--- src/rtl/flux_interval_reader.sv ---
// ---------------------------------------------------------------------------
// flux_interval_reader
//
// Measures the spacing, in CLKEN-qualified clock cycles, between flux
// transitions on the drive read-data line and tags index pulses. Each
// measurement is written as a timing word into a small event queue. The queue
// is drained one word per clock towards the acquisition FIFO.
//
// Word format: DATA[DATA_W-1] is the index flag. DATA[DATA_W-2:0] holds the
// interval count. When the interval timer reaches all-ones, an all-ones
// "carry" word is emitted and the count restarts. The sum of the words between
// two data events therefore equals their spacing.
//
// Parameters
//   DATA_W       output word width (MSB = index flag)
//   QDEPTH       event queue depth in words (power of two, >= 4)
//   SYNC_STAGES  synchroniser flops per asynchronous input (>= 2)
//
// Ports
//   CLOCK         system clock
//   RESET_N       asynchronous active-low reset
//   CLKEN         timebase enable; sampling and timing advance only when high
//   RUN           acquisition enable
//   FD_RDDATA_IN  raw read-data pulses (async, active-high)
//   FD_INDEX_IN   raw index pulses (async, active-high)
//   FIFO_FULL     downstream FIFO full; holds off WRITE
//   OVERRUN_CLR   clears OVERRUN
//   DATA          timing word, valid while WRITE is high
//   WRITE         one-cycle FIFO write strobe
//   OVERRUN       sticky: queue overflowed and words were dropped
// ---------------------------------------------------------------------------
module flux_interval_reader #(
    parameter int DATA_W      = 8,
    parameter int QDEPTH      = 4,
    parameter int SYNC_STAGES = 2
) (
    input  logic              CLOCK,
    input  logic              RESET_N,
    input  logic              CLKEN,
    input  logic              RUN,
    input  logic              FD_RDDATA_IN,
    input  logic              FD_INDEX_IN,
    input  logic              FIFO_FULL,
    input  logic              OVERRUN_CLR,
    output logic [DATA_W-1:0] DATA,
    output logic              WRITE,
    output logic              OVERRUN
);

    localparam int COUNT_W = DATA_W - 1;
    localparam int PTR_W   = $clog2(QDEPTH);
    localparam int CNT_W   = PTR_W + 1;

    localparam logic [COUNT_W-1:0] CARRY = '1;

    // Up to three pushes can fit when the queue has this much room. The
    // count of pushes is clamped to the free space. Anything beyond that is
    // dropped.
    function automatic logic [1:0] fit_pushes(input logic [1:0]       want,
                                              input logic [CNT_W-1:0] room);
        if ({{(CNT_W-2){1'b0}}, want} > room)
            return room[1:0];
        else
            return want;
    endfunction

    logic                   active;
    logic [SYNC_STAGES-1:0] data_sync_p0;
    logic [SYNC_STAGES-1:0] index_sync_p0;
    logic                   data_edge_p1;
    logic                   index_edge_p1;
    logic                   data_rise;
    logic                   index_rise;

    logic [COUNT_W-1:0]     timer;
    logic [COUNT_W-1:0]     timer_next;
    logic                   carry_hit;
    logic [DATA_W-1:0]      data_word;
    logic [DATA_W-1:0]      index_word;

    logic [DATA_W-1:0]      push_word [3];
    logic [1:0]             num_push;
    logic [1:0]             accept;
    logic                   drop;

    logic [DATA_W-1:0]      mem [QDEPTH];
    logic [PTR_W-1:0]       wr_ptr;
    logic [PTR_W-1:0]       rd_ptr;
    logic [CNT_W-1:0]       count;
    logic [CNT_W-1:0]       free;
    logic                   pop;
    logic                   run_q;

    assign active = CLKEN && RUN;

    // ---- stage p0/p1: input synchronisers and rising-edge flops ----------
    // RUN low flushes the chains. A line that is already high when RUN rises
    // is therefore seen as a fresh rising edge.
    always_ff @(posedge CLOCK or negedge RESET_N) begin
        if (!RESET_N) begin
            data_sync_p0  <= '0;
            index_sync_p0 <= '0;
            data_edge_p1  <= 1'b0;
            index_edge_p1 <= 1'b0;
        end else if (!RUN) begin
            data_sync_p0  <= '0;
            index_sync_p0 <= '0;
            data_edge_p1  <= 1'b0;
            index_edge_p1 <= 1'b0;
        end else if (CLKEN) begin
            data_sync_p0  <= {data_sync_p0[SYNC_STAGES-2:0], FD_RDDATA_IN};
            index_sync_p0 <= {index_sync_p0[SYNC_STAGES-2:0], FD_INDEX_IN};
            data_edge_p1  <= data_sync_p0[SYNC_STAGES-1];
            index_edge_p1 <= index_sync_p0[SYNC_STAGES-1];
        end
    end

    assign data_rise  = active && data_sync_p0[SYNC_STAGES-1]  && !data_edge_p1;
    assign index_rise = active && index_sync_p0[SYNC_STAGES-1] && !index_edge_p1;

    // ---- stage p2: interval timer and word generation ---------------------
    // The order matters. The carry check restarts the count first. A data
    // edge then stores the remainder. An index edge in the same cycle follows
    // and sees the count already cleared by the data edge.
    always_comb begin
        timer_next = timer + 1'b1;
        carry_hit  = 1'b0;
        data_word  = '0;
        index_word = '0;
        if (timer_next == CARRY) begin
            carry_hit  = active;
            timer_next = '0;
        end
        data_word = {1'b0, timer_next};
        if (data_rise)
            timer_next = '0;
        index_word = {1'b1, timer_next};
        if (index_rise)
            timer_next = '0;
    end

    always_ff @(posedge CLOCK or negedge RESET_N) begin
        if (!RESET_N)
            timer <= '0;
        else if (!RUN)
            timer <= '0;
        else if (CLKEN)
            timer <= timer_next;
    end

    // Pack the enabled pushes into consecutive slots, keeping the order
    // carry, data, index.
    always_comb begin
        push_word[0] = index_word;
        push_word[1] = index_word;
        push_word[2] = index_word;
        if (carry_hit)
            push_word[0] = {1'b0, CARRY};
        else if (data_rise)
            push_word[0] = data_word;
        if (carry_hit && data_rise)
            push_word[1] = data_word;
        num_push = {1'b0, carry_hit} + {1'b0, data_rise} + {1'b0, index_rise};
    end

    // ---- event queue ------------------------------------------------------
    // The drain runs every clock, regardless of CLKEN and RUN. A pop in the
    // same cycle counts as free space. A full queue can therefore still
    // accept one word when it is also being read.
    assign pop    = (count != '0) && !FIFO_FULL;
    assign free   = CNT_W'(QDEPTH) - count + CNT_W'(pop);
    assign accept = fit_pushes(num_push, free);
    assign drop   = ({{(CNT_W-2){1'b0}}, num_push} > free);

    always_ff @(posedge CLOCK) begin
        for (int k = 0; k < 3; k++) begin
            if (2'(k) < accept)
                mem[wr_ptr + PTR_W'(k)] <= push_word[k];
        end
    end

    // ---- output stage: FIFO write port and overrun flag --------------------
    always_ff @(posedge CLOCK or negedge RESET_N) begin
        if (!RESET_N) begin
            wr_ptr  <= '0;
            rd_ptr  <= '0;
            count   <= '0;
            DATA    <= '0;
            WRITE   <= 1'b0;
            OVERRUN <= 1'b0;
            run_q   <= 1'b0;
        end else begin
            wr_ptr <= wr_ptr + PTR_W'(accept);
            count  <= count + CNT_W'(accept) - CNT_W'(pop);
            WRITE  <= pop;
            run_q  <= RUN;
            if (pop) begin
                DATA   <= mem[rd_ptr];
                rd_ptr <= rd_ptr + 1'b1;
            end
            // A drop in the same cycle as a clear leaves the flag set, so the
            // loss is never hidden.
            if (drop)
                OVERRUN <= 1'b1;
            else if (OVERRUN_CLR || (RUN && !run_q))
                OVERRUN <= 1'b0;
        end
    end

endmodule
--- config.mk ---
export PLATFORM = sky130hd
export DESIGN_NAME = flux_interval_reader
export DESIGN_NICKNAME = d
export VERILOG_FILES = /design/src/rtl/flux_interval_reader.sv
export SDC_FILE = /design/constraint.sdc
export NUM_CORES = 1
export LEC_CHECK = 0
export CAP_MARGIN = 20
export CELL_PAD_IN_SITES_DETAIL_PLACEMENT = 1
export CELL_PAD_IN_SITES_GLOBAL_PLACEMENT = 1
export CORE_ASPECT_RATIO = 0.9
export CORE_MARGIN = 2
export CORE_UTILIZATION = 54
export CTS_BUF_LIST = sky130_fd_sc_hd__clkbuf_8
export DETAILED_ROUTE_END_ITERATION = 8
export PLACE_DENSITY_LB_ADDON = 0.08
export SLEW_MARGIN = 10
export SYNTH_ARGS = -nofsm -noshare
export SYNTH_HDL_FRONTEND = slang
export SYNTH_SLANG_ARGS = --single-unit
export TNS_END_PERCENT = 5
--- constraint.sdc ---
create_clock -name CLOCK -period 11.85 [get_ports CLOCK]
set_input_delay 1.7775 -clock CLOCK [delete_from_list [all_inputs] [get_ports CLOCK]]
set_output_delay 1.7775 -clock CLOCK [all_outputs]
set_load 0.05 [all_outputs]
======== Word-level counts from Yosys, hierarchy flattened ========
Memories as Yosys holds them, arrays and structs flattened. A register that Yosys moved wholly into a read port is not among the register bits.
Index checks and enable logic that the tools add are counted.
storage, ports and cells
  register bits ........................... 23
  bits in writable memories ............... 32
  input port bits ......................... 8
  output and inout port bits .............. 10
  memories kept ........................... 1
memory list
  name  depth  width  read ports  clocked after Yosys merged registers in  wr ports  RTL line  text
  mem   4      8      1           1                                        3         86        logic [DATA_W-1:0] mem [QDEPTH];
operators by class
  add/sub/neg operators ................... 11
  $lt $le $gt $ge ......................... 4
  equality and inequality tests ........... 2
  mux-type cells .......................... 26
  reduce and logical (&&, ||, !) cells .... 16
operators with widths
  operator                                                   number
  two-way mux 7 bit                                          5
  two-way mux 8 bit                                          3
  two-way mux 1 bit                                          13
  two-way mux 2 bit                                          5
  logical AND 1 bit                                          8
  adder 7 x 1 -> 7 bit, second input constant                1
  equality test 7 bit, second input constant                 1
  zero test 1 bit                                            5
  adder 2 x 1 -> 2 bit, second input constant                2
  less-than comparator 1 x 2 -> 1 bit, first input constant  2
  adder 3 x 1 -> 3 bit                                       1
  adder 3 x 2 -> 3 bit                                       1
  > comparator 2 x 3 -> 1 bit                                1
  nonzero test 3 bit                                         1
  subtractor 3 x 1 -> 3 bit                                  1
  subtractor 3 bit, first input constant                     1
  adder 1 x 1 -> 2 bit                                       1
  adder 2 x 1 -> 2 bit                                       1
  adder 2 bit                                                1
  adder 2 bit, second input constant                         1
  less-than comparator 2 bit, first input constant           1
  inequality test 2 bit, second input constant               1
  nonzero test 2 bit                                         1
  logical OR 1 bit                                           1

======== Longest topological paths before layout ========
Gate-level depths: netlist (run 1).
  depth in word-level cells ............... 10
  mapped depth ............................ 20
  mapped depth without buffers ............ 19

======== Worst setup path after synthesis (run 1) ========
Ideal clock, no wire load.
  path type ............................... in2reg
  start ................................... input CLKEN
  end ..................................... memory mem[2][0] (enable)
  arrival time ............................ 4.846 ns
  data required time ...................... 11.477 ns
  slack ................................... 6.631 ns
  cell stages on the path ................. 12
  path through ............................ clkbuf_1 and2_1 buf_6 nand2_1 fa_1 ha_1 nand2_1 o211a_1 mux2i_1 inv_1 or3_1 a21oi_1
RTL lines
  what             RTL line  text
  start, declared  39        input logic CLKEN,
  end, declared    86

==> flow_results.org, run 1 <==
** Status
- Outcome :: finished, final reports clean

** Critical path
- Startpoint of the most critical setup path :: CLKEN
- In this run the worst path has a maximum fanout of 20.
- The critical path goes through clkdlybuf4s50_1 > nand2_1 > nor3b_2 > inv_1 > fa_1 > ha_1 > nor2b_1 > o211a_1 > mux2i_1 > buf_4 > inv_1 > or3_1 > a21oi_1.
- Type of element capturing the critical path :: register
- At the worst endpoint, the arrival time is 6780 ps.
- Reg-to-reg startpoint :: timer[0]
- Worst setup path category :: in -> reg
- CP dominant cell by count :: inv_1
- Required @ worst endpoint :: 11840 ps
- For this run, the slowest stage of the critical path takes 960 ps.
- STA classifies the critical path startpoint as an input pin.
- The slowest stage of the critical path belongs to the cell clkdlybuf4s50_1.

** Clock tree
- Root Buffer Master :: clkbuf_8
- Clock insertion delay at the later pin of the skew report :: 350 ps
- TritonCTS built the clock tree.
- H-tree depth :: 3
- Clock-pin slew reported for the worst setup and hold paths after clock tree synthesis :: 70 ps
- The clock drives 63 sinks.
- Buffers added to address setup during post-CTS repair amount to 0.
- After clock tree synthesis, the repair step resized 0 gates.
- The longest clock path from root to sink contains 2 buffers.
- Hold repair after CTS inserted 0 buffers.
- Number of buffers inserted during clock tree synthesis :: 9

** Synth
- Number of synthesized register bits :: 63
- Leading register cell type out of synthesis :: dfrtp_1
- Counting flops with a built-in enable in the synthesized netlist gives 28.
- Counting every net in the synthesized netlist gives 331.
- The average instance in the mapped netlist occupies 11.0 µm².
- Share of synthesized area occupied by flip-flops and latches :: 49.5%
- By area the synthesized netlist is led by edfxtp_1 (25%), dfrtp_1 (23%), mux4_2 (5.3%), nor2_1 (3.8%), ha_1 (3.7%).
- Dominant cell type by area after synthesis :: edfxtp_1
- Synthesized cell area :: 0.00343 mm²
- The synthesized netlist contains 61 unique library cells.
- Share of synthesized flip-flops with an asynchronous set or reset :: 49.2%
- Synthesis produced 311 cells.
- For this run, the number of Yosys warnings is 0.
- In this run the biggest area consumer among cell types represents 24.5% of the synthesized area.

** Route
- Vias after detailed routing :: 2457
- In the final routed layout, each cell accounts on average for 19.8 µm.
- For this block, the initial DRC count from the detailed router was 137.
- Post-detailed-route count of antenna-violating nets :: 0
- Before antenna repair, the detailed router went through 4 iterations.
- Total Routed Length :: 8280 µm
- Via density per instance :: 5.88
- For this run, design rule violations remaining after detail routing come to 0.

** Worst hold path
- Launch instance of the worst min-delay path :: DATA[4]
- The path class of the tightest hold or removal check is reg -> reg.

** Flow run
- Count of maximum capacitance violations :: 0

** Place
- The placed instances occupy a cell area of 0.00364 mm².
- Dpl hpwl :: 5870 µm
- At the end of routability-driven placement, the weighted congestion stood at 0.870.
- Number of buffers added on ports :: 17

** Timing
- Crit path time final :: 6800 ps
- Tightest Pin Transition :: 948 ps
- Final-report hold violation count :: 0
- Portion of the clock cycle consumed by the worst path in the final layout :: 57.4%
- Across all hold checks on the routed design, the worst slack comes to 508 ps.
- The final number of max-transition violations came to 0.
- In this run the tightest slew margin relative to its limit is 36.3%.
- Setup repair after global routing missed its margin :: no
- Fin Setup TNS :: 0 ps
- The clock arrives with 5.67 ps of skew.
- Timing would allow up to 147 MHz.
- Setup violations remaining at the end of the flow were counted as 0.

** Global route
- Initial antenna violation count :: 0
- Maximum number of pins on one net before global-route repair :: 32
- Final global-route overflow total :: 0
- The first global-routing pass estimated 13400 µm of wire.
- The number of global-route vias before repair came to 2561.
- For this run, the total global-route usage over all layers was measured as 26.4%.

** Power
- The share of total power dissipated in the clock network is 23.0%.
- Peak VDD IR :: 0.000112 V
- Gate power share :: 38.8%
- For this design the ratio of total power to cell area is 235 mW/mm².
- Per report_power, the sequential group accounts for 38.3% of the total.
- The internal power of the cells totals 0.557 mW.
- Overall power consumption after layout is estimated at 0.908 mW.
- The analysis attributes to cell leakage a power of 1.53 nW.
- Net switching component of the power :: 0.351 mW
- Switching power as a share of total power :: 38.7%

** Die
- Die area :: 0.00700 mm²
- 18 I/O pins were placed.
- From left edge to right edge, the die measures 88.0 µm.
- The floorplan has 27 rows.
- Measured along the y axis, the die boundary spans 79.6 µm.
- Initial Utilization :: 56.0%
- Core region area :: 0.00611 mm²

** Cells and area
- After routing the design area is 0.00387 mm².
- Measured on the finished design, the core utilization comes to 63.3%.
- The net count of the finished layout is 346.
- Fraction of final layout cells with drive strength greater than 1 :: 14.5%
- Area Growth Syn to Fin :: 12.9%
- The repair_antennas step left the layout with diodes totalling 0.
-- cell type report --
class | instances | area [µm²]
Timing Repair Buffer | 20 | 193
Clock buffer | 9 | 124
Inverter | 16 | 60.1
Sequential cell | 63 | 1700
Fill cell | 646 | 2250
Clock inverter | 7 | 97.6
Tap cell | 87 | 109
Multi-Input combinational cell | 216 | 1590
-- layer usage --
layer / part of all wire [%] / up-vias / track usage [%]
met5: 0 / - / 0
met4: 2.5 / 0 / 11.4
met3: 5.0 / 20 / 7.14
met2: 48 / 74 / 40.6
met1: 45 / 1218 / 35.1
li1: - / 1145 / -
-- power by group through the flow --
stage / combinational [mW] / sequential (mW) / clock, mW
finish: 0.352 / 0.347 / 0.208
global route: 0.380 / 0.354 / 0.221
CTS: 0.351 / 0.347 / 0.211
detailed placement: 0.345 / 0.351 / 0
global placement: 0.331 / 0.345 / 0
floorplan: 0.226 / 0.367 / 0
-- stage by stage --
step | std cells | setup WS [ps]
6_report | 418 | 5050
5_1_grt | 418 | 4810
4_1_cts | 417 | 5130
3_5_place_dp | 401 | 4820
3_3_place_gp | 401 | 5110
2_1_floorplan | 311 | 6630
-- final timing paths --
check	to	slack (ps)	depth (start not counted)
max	mem[2][4]	5050	13
min	DATA[4]	510	1
max reg2reg	mem[2][4]	6350	16
min reg2reg	DATA[4]	510	1
max in group asynchronous	timer[1]	9720	2
min in group asynchronous	WRITE	1830	2
-- flip-flops by register name (all words and copies together), names as in the netlist --
register	flops
OVERRUN	1
mem	32
rd_ptr	2
run_q	1
wr_ptr	2
index_edge_p1	1
index_sync_p0	2
data_sync_p0	2
WRITE	1
timer	7
count	3
data_edge_p1	1
DATA	8
-- cells by family after synthesis --
kind of cell,count (synthesis),share of synthesized area (%)
muxes,24,10.2
adders and majority gates,13,5.11
AOI/OAI and AO/OA,56,11.5
xor gates and xnor gates,12,3.07
and+or+nand+nor,111,16.5
buffers and inverters,32,4.09
DFF,63,49.5
-- synthesized netlist by cell type, types with 9 or more instances --
library cell,number
edfxtp_1,28
dfrtp_1,31
clkbuf_1,9
nor2b_1,9
ha_1,10
o21ai_0,11
nor2_1,35
inv_1,16
a21oi_1,10
nand2_1,27
-- layout by cell type, fill, tap and decap left out, drive strengths merged, types with 5 or more instances in the layout --
cell,Yosys,layout
a21boi,7,7
a21oi,10,10
and2,5,5
clkbuf,10,9
clkdlybuf4s50,0,17
dfrtp,31,31
edfxtp,28,28
ha,10,10
inv,16,16
mux2,8,8
mux2i,8,8
mux4,8,8
nand2,28,28
nand3,5,5
nand3b,5,5
nor2,36,36
nor2b,9,9
o21ai,11,11
xnor2,8,8
-- worst max-delay path, delay by kind of cell --
family                   cells  cell delay, ps
buffers and inverters        4            1620
multiplexers                 1             200
adder cells (fa/ha/maj)      2             830
AO/OA/AOI/OAI                2             820
AND/OR/NAND/NOR              4            1520
Note: power is estimated with default switching activity, not from simulation.
==> inputs of run 2 (changes only) <==
--- a/config.mk
+++ b/config.mk
@@ -10,7 +10,7 @@
 export CELL_PAD_IN_SITES_GLOBAL_PLACEMENT = 1
 export CORE_ASPECT_RATIO = 0.9
 export CORE_MARGIN = 2
-export CORE_UTILIZATION = 54
+export CORE_UTILIZATION = 50
 export CTS_BUF_LIST = sky130_fd_sc_hd__clkbuf_8
 export DETAILED_ROUTE_END_ITERATION = 8
 export PLACE_DENSITY_LB_ADDON = 0.08
==> constraint.sdc (replaced) <==
create_clock -name CLOCK -period 6.5 [get_ports CLOCK]
set_input_delay 0.975 -clock CLOCK [delete_from_list [all_inputs] [get_ports CLOCK]]
set_output_delay 0.975 -clock CLOCK [all_outputs]
set_load 0.05 [all_outputs]
==> flow_results.org, run 2 (synthesized netlist as in run 1, its figures left out) <==
** Clock tree
- Bufs on Longest Clock Path :: 2 (unchanged)
- The CTS tree is yes (unchanged).
- The total clock buffers created by CTS was 9 (unchanged).
- The number of setup buffers added after CTS came to 0 (unchanged).
- The cell chosen for the clock root is clkbuf_8 (unchanged).
- The clock latency at the later pin of the worst-skew pair came to 340 ps (was 350 ps).
- The clock-pin slew on the worst setup and hold paths is 70 ps (about the same).
- H-tree depth :: 3 (unchanged)
- Total of hold buffers inserted after clock tree synthesis :: 0 (unchanged)
- The total number of clock tree sinks is 63 (unchanged).
- PostCTS Resize Cnt :: 0 (unchanged)

** Die
- Core region area :: 0.00662 mm² (was 0.00611 mm²)
- Die X-Extent :: 91.3 µm (was 88.0 µm)
- Initial Utilization :: 51.7% (was 56.0%)
- Y dimension of the die :: 82.5 µm (was 79.6 µm)
- The floorplan die area was 0.00753 mm² (was 0.00700 mm²).
- The total I/O pin count came to 18 (unchanged).
- The number of cell rows came to 28 (was 27).

** Cells and area
- The proportion of layout cells with a drive suffix above 1 was 14.7% (was 14.5%).
- Area Growth Syn to Fin :: 13.2% (was 12.9%)
- Commonest cells after routing, fill and taps aside: nor2_1 (35), dfrtp_1 (31), edfxtp_1 (28), nand2_1 (27) (was nor2_1 (35), dfrtp_1 (31), edfxtp_1 (28), nand2_1 (27), clkdlybuf4s50_1 (17)).
- The count of inserted antenna diode cells was 0 (unchanged).
- The register bank with the most flops is mem (unchanged).
- Most frequent standard cell in the layout excluding fill and tap cells :: nor2_1 (unchanged)
- The final instance area is 0.00388 mm² (was 0.00387 mm²).
- Largest regs: mem x32, DATA x8, timer x7 (unchanged).
- The flip-flop count of the largest register, all copies and words added came to 32 (unchanged).
- Nets@finish :: 348 (was 346)

** Global route
- The global-route wire length before repair was 13500 µm (was 13400 µm).
- The global routing usage summed across all routing layers was 23.5% (was 26.4%).
- Initial antenna violation count :: 0 (unchanged)
- Maximum number of pins on one net before global-route repair :: 32 (unchanged)
- Final global-route overflow total :: 0 (unchanged)
- The number of global-route vias before repair is 2500 (was 2561).

** Critical path
- The required time reported for the critical path endpoint is 6470 ps (was 11840 ps).
- Reg-to-reg startpoint :: timer[0] (unchanged)
- Setup slack, reg-to-reg :: 940 ps (was 6350 ps)
- Number of cell instances on the worst register-to-register path :: 16 (unchanged)
- Worst setup path category :: reg -> reg (was in -> reg)
- CP arrival :: 5530 ps (was 6780 ps)
- Crit path max-delay cell type :: a21oi_1 (was clkdlybuf4s50_1)
- The critical path's largest stage delay was 610 ps (was 960 ps).
- The capturing point of the worst reg2reg path is mem[2][2] (was mem[2][4]).
- The category of the worst setup path launch point was a register (was input pin).
- The family with the most delay on the worst path was simple AND/OR/NAND/NOR gates (was buffers and inverters).
- Critical path cell sequence :: ha_1 > nand2_1 > or4_4 > a32oi_2 > nand2_2 > nor2_2 > inv_1 > fa_1 > ha_1 > nor2b_1 > o211a_1 > mux2i_1 > buf_4 > inv_1 > or3_1 > a21oi_1 (was clkdlybuf4s50_1 > nand2_1 > nor3b_2 > inv_1 > fa_1 > ha_1 > nor2b_1 > o211a_1 > mux2i_1 > buf_4 > inv_1 > or3_1 > a21oi_1)
- Worst path bufs/invs :: 3 (was 4)
- Type of element capturing the critical path :: register (unchanged)
- Highest net fanout along the worst path :: 12 (was 20)

** Power
- The switching share of total power was 38.1% (was 38.7%).
- Total design power :: 1.64 mW (was 0.908 mW)
- The worst-case vdd ir drop came to 0.000139 V (was 0.000112 V).
- The part of the power in combinational logic was 39.1% (was 38.8%).
- The internal power of the cells was 1.01 mW (was 0.557 mW).
- The switching power is 0.624 mW (was 0.351 mW).
- The total power per unit cell area is 422 mW/mm² (was 235 mW/mm²).
- Leakage :: 1.55 nW (was 1.53 nW)
- The part of the total power dissipated in sequential elements came to 38.5% (was 38.3%).
- The portion of total power attributed to the clock network came to 22.4% (was 23.0%).

** Timing
- Crit path time final :: 5560 ps
- Setup slack after layout :: 943 ps (was 5050 ps)
- Timing would allow up to 180 MHz.
- Number of endpoints failing setup at the final stage :: 0 (unchanged)
- Dividing the final minimum period by the clock period gives 85.5%.
- The number of hold-slack violations in the final timing report is 0 (unchanged).
- The final number of max-transition violations was 0 (unchanged).
- Tightest Pin Transition :: 874 ps (was 948 ps)
- The relative slew slack was 41.2% (was 36.3%).
- The final setup TNS came to 0 ps (unchanged).
- Setup repair after global routing missed its margin :: no (unchanged)
- Setup Skew :: 7.93 ps (was 5.67 ps)

** Worst hold path
- Min-Delay Endpoint :: OVERRUN (was DATA[4])
- Cell depth of the worst hold path :: 2 (was 1)
- Launch instance of the worst min-delay path :: OVERRUN (was DATA[4])
- Class of the tightest hold or removal check :: reg -> reg (unchanged)

** Route
- Routed length per placed instance :: 18.8 µm (was 19.8 µm)
- Detailed router's first-iteration violation count :: 142 (was 137)
- The DRC violations left was 0 (unchanged).
- Detailed Routing Iterations Pass 1 :: 4 (unchanged)
- Post-detailed-route count of antenna-violating nets :: 0 (unchanged)
- Via density per instance :: 5.78 (was 5.88)
- The detailed-route via count came to 2443 (was 2457).
- Total Routed Length :: 7950 µm (was 8280 µm)

** Flow run
- The number of max-cap violations was 0 (unchanged).

** Place
- The routability-driven placement congestion ratio is 0.795 (was 0.870).
- Pre-CTS worst setup slack :: 849 ps (was 4820 ps)
- The half-perimeter wire length of the detailed placement result was 5820 µm (was 5870 µm).
- Number of buffers added on ports :: 17 (unchanged)
- The post-place instance area is 0.00367 mm² (was 0.00364 mm²).

** Status
- Outcome: finished, final reports clean (unchanged).
[run 2: cell types whose count changed in the layout (fill, tap and decap cells not counted), sizes merged]
cell / change
buf: +2
clkinvlp: -2
inv: +2
[run 2: worst max-delay path by stage]
stage	startpoint	depth (start not counted)	endpoint	slack [ps]
after floorplan	timer[1]	16	mem[2][0]	1900
final	timer[0]	16	mem[2][2]	940
after global routing	timer[0]	16	mem[2][2]	580
after detailed placement	RUN	14	mem[2][6]	850
after global placement	RUN	13	mem[0][6]	1070
after CTS	timer[0]	16	mem[2][2]	1010
[run 2: routing by layer]
metal / vias to the layer above / global-route usage (%) / routed length, µm
li1: 1148 / - / -
met5: - / 0 / 0
met3: 10 / 6.81 / 454
met1: 1217 / 31.7 / 3510
met4: 0 / 3.79 / 59
met2: 68 / 39.0 / 3920
[run 2: layout make-up]
type                       count  area (µm²)
clock inverter                 7        87.6
tap                           90         113
timing repair buffer          22         208
multi-input combinational    216        1590
fill                         711        2740
sequential                    63        1700
clock buffer                   9         124
inverter                      16        60.1
[run 2: worst register-to-register path, cell delays in order (launching register included)]
cell     delay [ps]
dfrtp_1         510
ha_1            420
nand2_1         100
or4_4           420
a32oi_2         340
nand2_2         210
nor2_2          290
inv_1           100
fa_1            520
ha_1            250
nor2b_1         220
o211a_1         230
mux2i_1         200
buf_4           220
inv_1           120
or3_1           440
a21oi_1         610
[run 2: power by group through the flow]
stage | Combinational [mW] | Sequential, mW | Clock, mW
after floorplan | 0.411 | 0.668 | 0
after global placement | 0.613 | 0.628 | 0
after detailed placement | 0.635 | 0.640 | 0
after CTS | 0.641 | 0.632 | 0.375
after global routing | 0.701 | 0.646 | 0.397
final | 0.640 | 0.631 | 0.367
[run 2: stage by stage]
step	std cells	utilization, %	hold slack [ps]
finish	423	58.6	510
global route	423	58.6	540
CTS	423	58.6	515
detailed placement	407	55.4	499
global placement	407	55.4	489
floorplan	311	-	483
